===== config.mk =====
export PLATFORM = sky130hd
export DESIGN_NAME = wb_arb_flat
export DESIGN_NICKNAME = d
export VERILOG_FILES = /design/src/rtl/wb_arb_if.sv /design/src/rtl/wb_arb.sv /design/src/flat_wrapper.sv
export SDC_FILE = /design/constraint.sdc
export NUM_CORES = 1
export LEC_CHECK = 0
export ABC_AREA = 1
export ABC_CLOCK_PERIOD_IN_PS = 2000
export BUFFER_PORTS_ARGS = -buffer_cell sky130_fd_sc_hd__buf_4
export CORE_MARGIN = 5
export CORE_UTILIZATION = 45
export DETAILED_ROUTE_END_ITERATION = 10
export PLACE_DENSITY = 0.68
export SYNTH_ARGS = -nofsm -noshare
export SYNTH_HDL_FRONTEND = slang
export SYNTH_SLANG_ARGS = --single-unit

===== constraint.sdc =====
create_clock -name clk -period 2 [get_ports clk]
set_input_delay 0.4 -clock clk [delete_from_list [all_inputs] [get_ports clk]]
set_output_delay 0.4 -clock clk [all_outputs]
set_load 0.05 [all_outputs]

===== src/rtl/wb_arb_if.sv =====
// rtl/wb_arb_if.sv - writeback arbiter bus bundle
// Groups both pipe result handshakes and the register-file / retire outputs.
//   ip_wb_*  : integer-pipe result (valid/ready + dst, result, pc, wb_en)
//   lsp_wb_* : load-store-pipe result (valid/ready + dst, result, pc, wb_en)
//   rf_wr_*  : registered register-file write port
//   wb_retire_valid / wb_retire_pc : registered retire strobe and PC
// Modports: master = producer/observer side, slave = arbiter side.
interface wb_arb_if;
    logic        ip_wb_valid;
    logic        ip_wb_ready;
    logic [4:0]  ip_wb_dst;
    logic [63:0] ip_wb_result;
    logic [63:0] ip_wb_pc;
    logic        ip_wb_wb_en;

    logic        lsp_wb_valid;
    logic        lsp_wb_ready;
    logic [4:0]  lsp_wb_dst;
    logic [63:0] lsp_wb_result;
    logic [63:0] lsp_wb_pc;
    logic        lsp_wb_wb_en;

    logic        rf_wr_en;
    logic [4:0]  rf_wr_dst;
    logic [63:0] rf_wr_data;
    logic        wb_retire_valid;
    logic [63:0] wb_retire_pc;

    modport master (
        output ip_wb_valid, ip_wb_dst, ip_wb_result, ip_wb_pc, ip_wb_wb_en,
        output lsp_wb_valid, lsp_wb_dst, lsp_wb_result, lsp_wb_pc, lsp_wb_wb_en,
        input  ip_wb_ready, lsp_wb_ready,
        input  rf_wr_en, rf_wr_dst, rf_wr_data, wb_retire_valid, wb_retire_pc
    );

    modport slave (
        input  ip_wb_valid, ip_wb_dst, ip_wb_result, ip_wb_pc, ip_wb_wb_en,
        input  lsp_wb_valid, lsp_wb_dst, lsp_wb_result, lsp_wb_pc, lsp_wb_wb_en,
        output ip_wb_ready, lsp_wb_ready,
        output rf_wr_en, rf_wr_dst, rf_wr_data, wb_retire_valid, wb_retire_pc
    );
endinterface


===== src/rtl/wb_arb.sv =====
// rtl/wb_arb.sv - two-port writeback arbiter with round-robin grant
// Ports:
//   clk   : clock, all state updates on the rising edge
//   rst_n : asynchronous active-low reset
//   bus   : wb_arb_if.slave (pipe result handshakes, rf write port, retire)
//   wb_retired_count : 64-bit retire counter, present only with WB_ARB_PERF_EN
// Each pipe owns a one-entry slot; a combinational arbiter grants one slot
// per cycle and the granted entry appears on the registered outputs next edge.
module wb_arb (
    input  logic    clk,
    input  logic    rst_n,
    wb_arb_if.slave bus
`ifdef WB_ARB_PERF_EN
    ,
    output logic [63:0] wb_retired_count
`endif
);

    logic        ip_v_q, ip_v_d;
    logic [4:0]  ip_dst_q, ip_dst_d;
    logic [63:0] ip_res_q, ip_res_d;
    logic [63:0] ip_pc_q, ip_pc_d;
    logic        ip_en_q, ip_en_d;

    logic        lsp_v_q, lsp_v_d;
    logic [4:0]  lsp_dst_q, lsp_dst_d;
    logic [63:0] lsp_res_q, lsp_res_d;
    logic [63:0] lsp_pc_q, lsp_pc_d;
    logic        lsp_en_q, lsp_en_d;

    // 1 = load-store pipe won the most recent two-way contention.
    logic        last_lsp_q, last_lsp_d;

    logic        rf_en_q, rf_en_d;
    logic [4:0]  rf_dst_q, rf_dst_d;
    logic [63:0] rf_data_q, rf_data_d;
    logic        ret_v_q, ret_v_d;
    logic [63:0] ret_pc_q, ret_pc_d;

    logic        gnt_ip, gnt_lsp;
    logic        ip_take, lsp_take;

    assign gnt_ip  = ip_v_q  && (!lsp_v_q || last_lsp_q);
    assign gnt_lsp = lsp_v_q && (!ip_v_q  || !last_lsp_q);

    // Ready depends only on slot state, never on the incoming valid.
    // rst_n gating keeps ready low while slots are held empty by reset.
    assign bus.ip_wb_ready  = rst_n && (!ip_v_q  || gnt_ip);
    assign bus.lsp_wb_ready = rst_n && (!lsp_v_q || gnt_lsp);

    assign ip_take  = bus.ip_wb_valid  && bus.ip_wb_ready;
    assign lsp_take = bus.lsp_wb_valid && bus.lsp_wb_ready;

    always_comb begin
        ip_v_d     = ip_v_q;
        ip_dst_d   = ip_dst_q;
        ip_res_d   = ip_res_q;
        ip_pc_d    = ip_pc_q;
        ip_en_d    = ip_en_q;
        lsp_v_d    = lsp_v_q;
        lsp_dst_d  = lsp_dst_q;
        lsp_res_d  = lsp_res_q;
        lsp_pc_d   = lsp_pc_q;
        lsp_en_d   = lsp_en_q;
        last_lsp_d = last_lsp_q;
        rf_en_d    = 1'b0;
        rf_dst_d   = rf_dst_q;
        rf_data_d  = rf_data_q;
        ret_v_d    = 1'b0;
        ret_pc_d   = ret_pc_q;

        // A refill in the grant cycle overrides the drain.
        if (gnt_ip) ip_v_d = 1'b0;
        if (ip_take) begin
            ip_v_d   = 1'b1;
            ip_dst_d = bus.ip_wb_dst;
            ip_res_d = bus.ip_wb_result;
            ip_pc_d  = bus.ip_wb_pc;
            ip_en_d  = bus.ip_wb_wb_en;
        end
        if (gnt_lsp) lsp_v_d = 1'b0;
        if (lsp_take) begin
            lsp_v_d   = 1'b1;
            lsp_dst_d = bus.lsp_wb_dst;
            lsp_res_d = bus.lsp_wb_result;
            lsp_pc_d  = bus.lsp_wb_pc;
            lsp_en_d  = bus.lsp_wb_wb_en;
        end

        if (ip_v_q && lsp_v_q) last_lsp_d = gnt_lsp;

        if (gnt_ip) begin
            ret_v_d   = 1'b1;
            ret_pc_d  = ip_pc_q;
            rf_dst_d  = ip_dst_q;
            rf_data_d = ip_res_q;
            rf_en_d   = ip_en_q && (ip_dst_q != 5'd0);
        end else if (gnt_lsp) begin
            ret_v_d   = 1'b1;
            ret_pc_d  = lsp_pc_q;
            rf_dst_d  = lsp_dst_q;
            rf_data_d = lsp_res_q;
            rf_en_d   = lsp_en_q && (lsp_dst_q != 5'd0);
        end
    end

    always_ff @(posedge clk or negedge rst_n) begin
        if (!rst_n) begin
            ip_v_q     <= 1'b0;
            ip_dst_q   <= '0;
            ip_res_q   <= '0;
            ip_pc_q    <= '0;
            ip_en_q    <= 1'b0;
            lsp_v_q    <= 1'b0;
            lsp_dst_q  <= '0;
            lsp_res_q  <= '0;
            lsp_pc_q   <= '0;
            lsp_en_q   <= 1'b0;
            last_lsp_q <= 1'b0;
            rf_en_q    <= 1'b0;
            rf_dst_q   <= '0;
            rf_data_q  <= '0;
            ret_v_q    <= 1'b0;
            ret_pc_q   <= '0;
        end else begin
            ip_v_q     <= ip_v_d;
            ip_dst_q   <= ip_dst_d;
            ip_res_q   <= ip_res_d;
            ip_pc_q    <= ip_pc_d;
            ip_en_q    <= ip_en_d;
            lsp_v_q    <= lsp_v_d;
            lsp_dst_q  <= lsp_dst_d;
            lsp_res_q  <= lsp_res_d;
            lsp_pc_q   <= lsp_pc_d;
            lsp_en_q   <= lsp_en_d;
            last_lsp_q <= last_lsp_d;
            rf_en_q    <= rf_en_d;
            rf_dst_q   <= rf_dst_d;
            rf_data_q  <= rf_data_d;
            ret_v_q    <= ret_v_d;
            ret_pc_q   <= ret_pc_d;
        end
    end

    assign bus.rf_wr_en        = rf_en_q;
    assign bus.rf_wr_dst       = rf_dst_q;
    assign bus.rf_wr_data      = rf_data_q;
    assign bus.wb_retire_valid = ret_v_q;
    assign bus.wb_retire_pc    = ret_pc_q;

`ifdef WB_ARB_PERF_EN
    logic [63:0] retired_cnt_q, retired_cnt_d;

    always_comb begin
        retired_cnt_d = retired_cnt_q;
        if (ret_v_q) retired_cnt_d = retired_cnt_q + 64'd1;
    end

    always_ff @(posedge clk or negedge rst_n) begin
        if (!rst_n) retired_cnt_q <= '0;
        else        retired_cnt_q <= retired_cnt_d;
    end

    assign wb_retired_count = retired_cnt_q;
`endif

endmodule


===== src/flat_wrapper.sv =====
// flat-port wrapper written by rule: the top's interface ports become plain ports
module wb_arb_flat 
  (clk, rst_n, bus_ip_wb_valid, bus_ip_wb_dst, bus_ip_wb_result, bus_ip_wb_pc, bus_ip_wb_wb_en, bus_lsp_wb_valid, bus_lsp_wb_dst, bus_lsp_wb_result, bus_lsp_wb_pc, bus_lsp_wb_wb_en, bus_ip_wb_ready, bus_lsp_wb_ready, bus_rf_wr_en, bus_rf_wr_dst, bus_rf_wr_data, bus_wb_retire_valid, bus_wb_retire_pc);
  wb_arb_if bus_i ();
  input  logic clk;
  input  logic rst_n;
  input wire logic [$bits(bus_i.ip_wb_valid)-1:0] bus_ip_wb_valid;
  input wire logic [$bits(bus_i.ip_wb_dst)-1:0] bus_ip_wb_dst;
  input wire logic [$bits(bus_i.ip_wb_result)-1:0] bus_ip_wb_result;
  input wire logic [$bits(bus_i.ip_wb_pc)-1:0] bus_ip_wb_pc;
  input wire logic [$bits(bus_i.ip_wb_wb_en)-1:0] bus_ip_wb_wb_en;
  input wire logic [$bits(bus_i.lsp_wb_valid)-1:0] bus_lsp_wb_valid;
  input wire logic [$bits(bus_i.lsp_wb_dst)-1:0] bus_lsp_wb_dst;
  input wire logic [$bits(bus_i.lsp_wb_result)-1:0] bus_lsp_wb_result;
  input wire logic [$bits(bus_i.lsp_wb_pc)-1:0] bus_lsp_wb_pc;
  input wire logic [$bits(bus_i.lsp_wb_wb_en)-1:0] bus_lsp_wb_wb_en;
  output wire logic [$bits(bus_i.ip_wb_ready)-1:0] bus_ip_wb_ready;
  output wire logic [$bits(bus_i.lsp_wb_ready)-1:0] bus_lsp_wb_ready;
  output wire logic [$bits(bus_i.rf_wr_en)-1:0] bus_rf_wr_en;
  output wire logic [$bits(bus_i.rf_wr_dst)-1:0] bus_rf_wr_dst;
  output wire logic [$bits(bus_i.rf_wr_data)-1:0] bus_rf_wr_data;
  output wire logic [$bits(bus_i.wb_retire_valid)-1:0] bus_wb_retire_valid;
  output wire logic [$bits(bus_i.wb_retire_pc)-1:0] bus_wb_retire_pc;
  assign bus_i.ip_wb_valid = bus_ip_wb_valid;
  assign bus_i.ip_wb_dst = bus_ip_wb_dst;
  assign bus_i.ip_wb_result = bus_ip_wb_result;
  assign bus_i.ip_wb_pc = bus_ip_wb_pc;
  assign bus_i.ip_wb_wb_en = bus_ip_wb_wb_en;
  assign bus_i.lsp_wb_valid = bus_lsp_wb_valid;
  assign bus_i.lsp_wb_dst = bus_lsp_wb_dst;
  assign bus_i.lsp_wb_result = bus_lsp_wb_result;
  assign bus_i.lsp_wb_pc = bus_lsp_wb_pc;
  assign bus_i.lsp_wb_wb_en = bus_lsp_wb_wb_en;
  assign bus_ip_wb_ready = bus_i.ip_wb_ready;
  assign bus_lsp_wb_ready = bus_i.lsp_wb_ready;
  assign bus_rf_wr_en = bus_i.rf_wr_en;
  assign bus_rf_wr_dst = bus_i.rf_wr_dst;
  assign bus_rf_wr_data = bus_i.rf_wr_data;
  assign bus_wb_retire_valid = bus_i.wb_retire_valid;
  assign bus_wb_retire_pc = bus_i.wb_retire_pc;
  wb_arb u_core (.clk(clk), .rst_n(rst_n), .bus(bus_i));
endmodule

==> out/results.ini <==
[run_status]
status = complete, no violations

[sta]
period_needed_ns = 1.97
maxSlewHeadroom_pct = 52.7
drv_slew = 0
fin_crit_sh_pct = 98.7
finalSetupViolations = 0
fmax_mhz = 507
holdWs_ns = 0.0712
hold_viol_final = 0
rsz0062_at_grt = false
tns_ns = 0
skew_ns = 0.0256
tightestPinTransition_ns = 0.709

[synthesis]
synthAdderAreaFrac_pct = 0
yosysMostFrequentCell = nand2_1
synth_compound_area_share_pct = 0
synth_cells = 2245
seq_area_frac_synth_pct = 54.9
syn_avg_cell_area_sq_um = 8.24
synth_top_family_by_area = simple AND/OR/NAND/NOR gates
synth_nets = 2517
synth_area_sq_um = 18500
synthSimpleGateAreaFrac_pct = 40.3
netlist.area_leader.share_pct = 54.9
synth-edff-count = 0
synth_top_cell_by_area = dfrtp_1
synth.area.top_cells = dfrtp_1 (55%), nand2_1 (22%), nand4_1 (9.1%), nand3b_1 (5.4%), nand3_1 (3.7%)
synth_mux_area_share_pct = 0
yosys_warnings = 0
synthDistinctLibCells = 14
synthArstFlopShare_pct = 100
yosys_most_used_dff = dfrtp_1
synth_xor_area_share_pct = 0
yosys-top-cells-count = nand2_1 (1,082), dfrtp_1 (406), nand4_1 (268)
ys_ff_latch = 406

[worst_setup_path]
critPathMaxFanout = 25
required_ns = 1.60
crit_type = in2out
crit_chain = dlygate4sd3_1, buf_12, and2_4, buf_6
critPathMaxStageDelay_ns = 0.59
startpoint_type = input pin
slowest_stage = dlygate4sd3_1
worstPathArrival_ns = 1.57
r2r-start = u_core.lsp_v_q
cp-startpoint = rst_n
end_kind = primary output

[final_layout]
fillers = 3674
area_delta_synth_final_pct = 29.1
seqCellArea_sq_um = 10200
final_core_util_pct = 58.7
nets = 2842
layout-drive-gt1-share_pct = 21.9
multi_input_area_sq_um = 7540

[routing]
vias = 17300
vias_per_cell = 5.50
drtIter0Drc = 1708
antenna_left = 0
drc = 0
wirelength_microns = 61000
first_pass_iters = 6
wl_per_cell_microns = 19.4

[grt]
grt_pass1_wl_microns = 95200
grt_max_degree = 93
grt_overflow = 0
grt_antenna_before_repair = 6
grt_pass1_vias = 17100
grt_use_total_pct = 26.4

[clock_network]
cts_num_sinks = 406
cts_max_level = 2
clock-root-buffer = clkbuf_16
clk_path_buf_depth = 3
clock_latency_ns = 0.58
numCtsBuffers = 47
cts_tree = done
clk_pin_slew_ns = 0.06

[die]
die_h_microns = 213
rows = 74
core_area_sq_um = 40700
die_w_microns = 213
io_pins = 409
dieArea_sq_um = 45300
start_util_pct = 45.4

[flow_run]
max_cap_viol_count = 0

[worst_hold_path]
hold_start = bus_ip_wb_pc[38]
hold_path.class = in2reg

[power_and_ir_drop]
pwr-share-comb_pct = 31.5
intPower_w = 0.0176
p_leak_nw = 12.7
ir_drop_uv = 744
finalPower_w = 0.0282
clockPowerShare_pct = 29.9
p_per_area_nw_per_um2 = 1180
power_frac_seq_pct = 38.6
switching_share_pct = 37.7
p_switching_w = 0.0106

[place]
dp_hpwl_microns = 38800
gp_congestion = 0.832
numPortBuffers = 408

through the flow:
step	worst slack [ns]	cells	area, sq um
floorplan	0.134	2245	18500
global placement	0.426	3046	22300
detailed placement	0.396	3046	22300
CTS	0.00314	3140	23900
global route	0.0141	3145	23900
finish	0.0259	3145	23900
layer usage:
layer	track usage (%)	wire [microns]
met4	9.49	1940
met2	42.6	29800
met3	5.22	4440
met1	35.8	24800
met5	0	7
what timing repair did:
| item | CTS | global route |
|---|---|---|
| pin swaps | 2 | 0 |
| hold buffers | 1 | 0 |
| hold endpoints to repair | 30 | 0 |
| endpoints found under the setup margin | 2 | 2 |
| gates resized for setup | 5 | 1 |
| setup buffers | 6 | 0 |
area by class of cell:
class,instances,share of cell area (%)
Clock inverter,20,0.628
Multi-Input combinational cell,1629,31.5
Inverter,5,0.0890
Sequential cell,406,42.6
Timing Repair Buffer,481,16.6
Clock buffer,67,5.78
Tap cell,532,2.79
Antenna cell,5,0.0524
worst max-delay path, delay by kind of cell:
family | cells | cell delay, ns
AND/OR/NAND/NOR | 1 | 0.19
buffers and inverters | 3 | 0.95
state kept, by name, indices dropped and copies added (netlist names):
register / count
u_core.bus.rf_wr_en: 1
u_core.ip_dst_q: 5
u_core.ip_v_q: 1
u_core.bus.wb_retire_valid: 1
u_core.ip_en_q: 1
u_core.lsp_res_q: 64
u_core.bus.wb_retire_pc: 64
u_core.ip_res_q: 64
u_core.lsp_pc_q: 64
u_core.lsp_v_q: 1
u_core.bus.rf_wr_dst: 5
u_core.ip_pc_q: 64
u_core.last_lsp_q: 1
u_core.bus.rf_wr_data: 64
u_core.lsp_en_q: 1
u_core.lsp_dst_q: 5
logic make-up (layout without fill, tap and decap cells):
family	Yosys count	count (layout)
buffers and inverters	210	573
other	0	5
DFF	406	406
and+or+nand+nor	1629	1629
power groups by stage:
| stage | Sequential [W] | Clock [W] | Combinational, W |
|---|---|---|---|
| floorplan | 0.0137 | 0 | 0.00276 |
| global placement | 0.0110 | 0 | 0.00878 |
| detailed placement | 0.0110 | 0 | 0.00891 |
| CTS | 0.0109 | 0.00857 | 0.00896 |
| global route | 0.0111 | 0.00892 | 0.00957 |
| finish | 0.0109 | 0.00844 | 0.00888 |
path summary, 6_finish.rpt:
kind	to	slack, ns	depth (start not counted)
setup / recovery	bus_ip_wb_ready	0.03	4
hold / removal	u_core.ip_pc_q[38]	0.07	3
setup reg to reg	u_core.bus.rf_wr_data[62]	0.29	6
hold reg to reg	u_core.ip_res_q[5]	0.46	2
max in group asynchronous	u_core.bus.rf_wr_data[50]	0.73	5
min in group asynchronous	u_core.lsp_dst_q[2]	0.28	2
layout by cell type, fill, tap and decap left out:
master and instances:
and2_4 1, buf_12 27, buf_4 451, buf_6 2
bufinv_16 1, clkbuf_1 7, clkbuf_16 47, clkbuf_8 13
clkinv_2 12, clkinvlp_4 3, dfrtp_1 403, dfrtp_2 1
dfrtp_4 2, diode_2 5, dlygate4sd3_1 1, inv_1 4
inv_4 1, inv_6 3, inv_8 1, nand2_1 1079
nand2_4 3, nand3_1 135, nand3_4 4, nand3b_1 133
nand4_1 268, nor2_1 6
No activity file was read; power rests on OpenSTA's default activity.
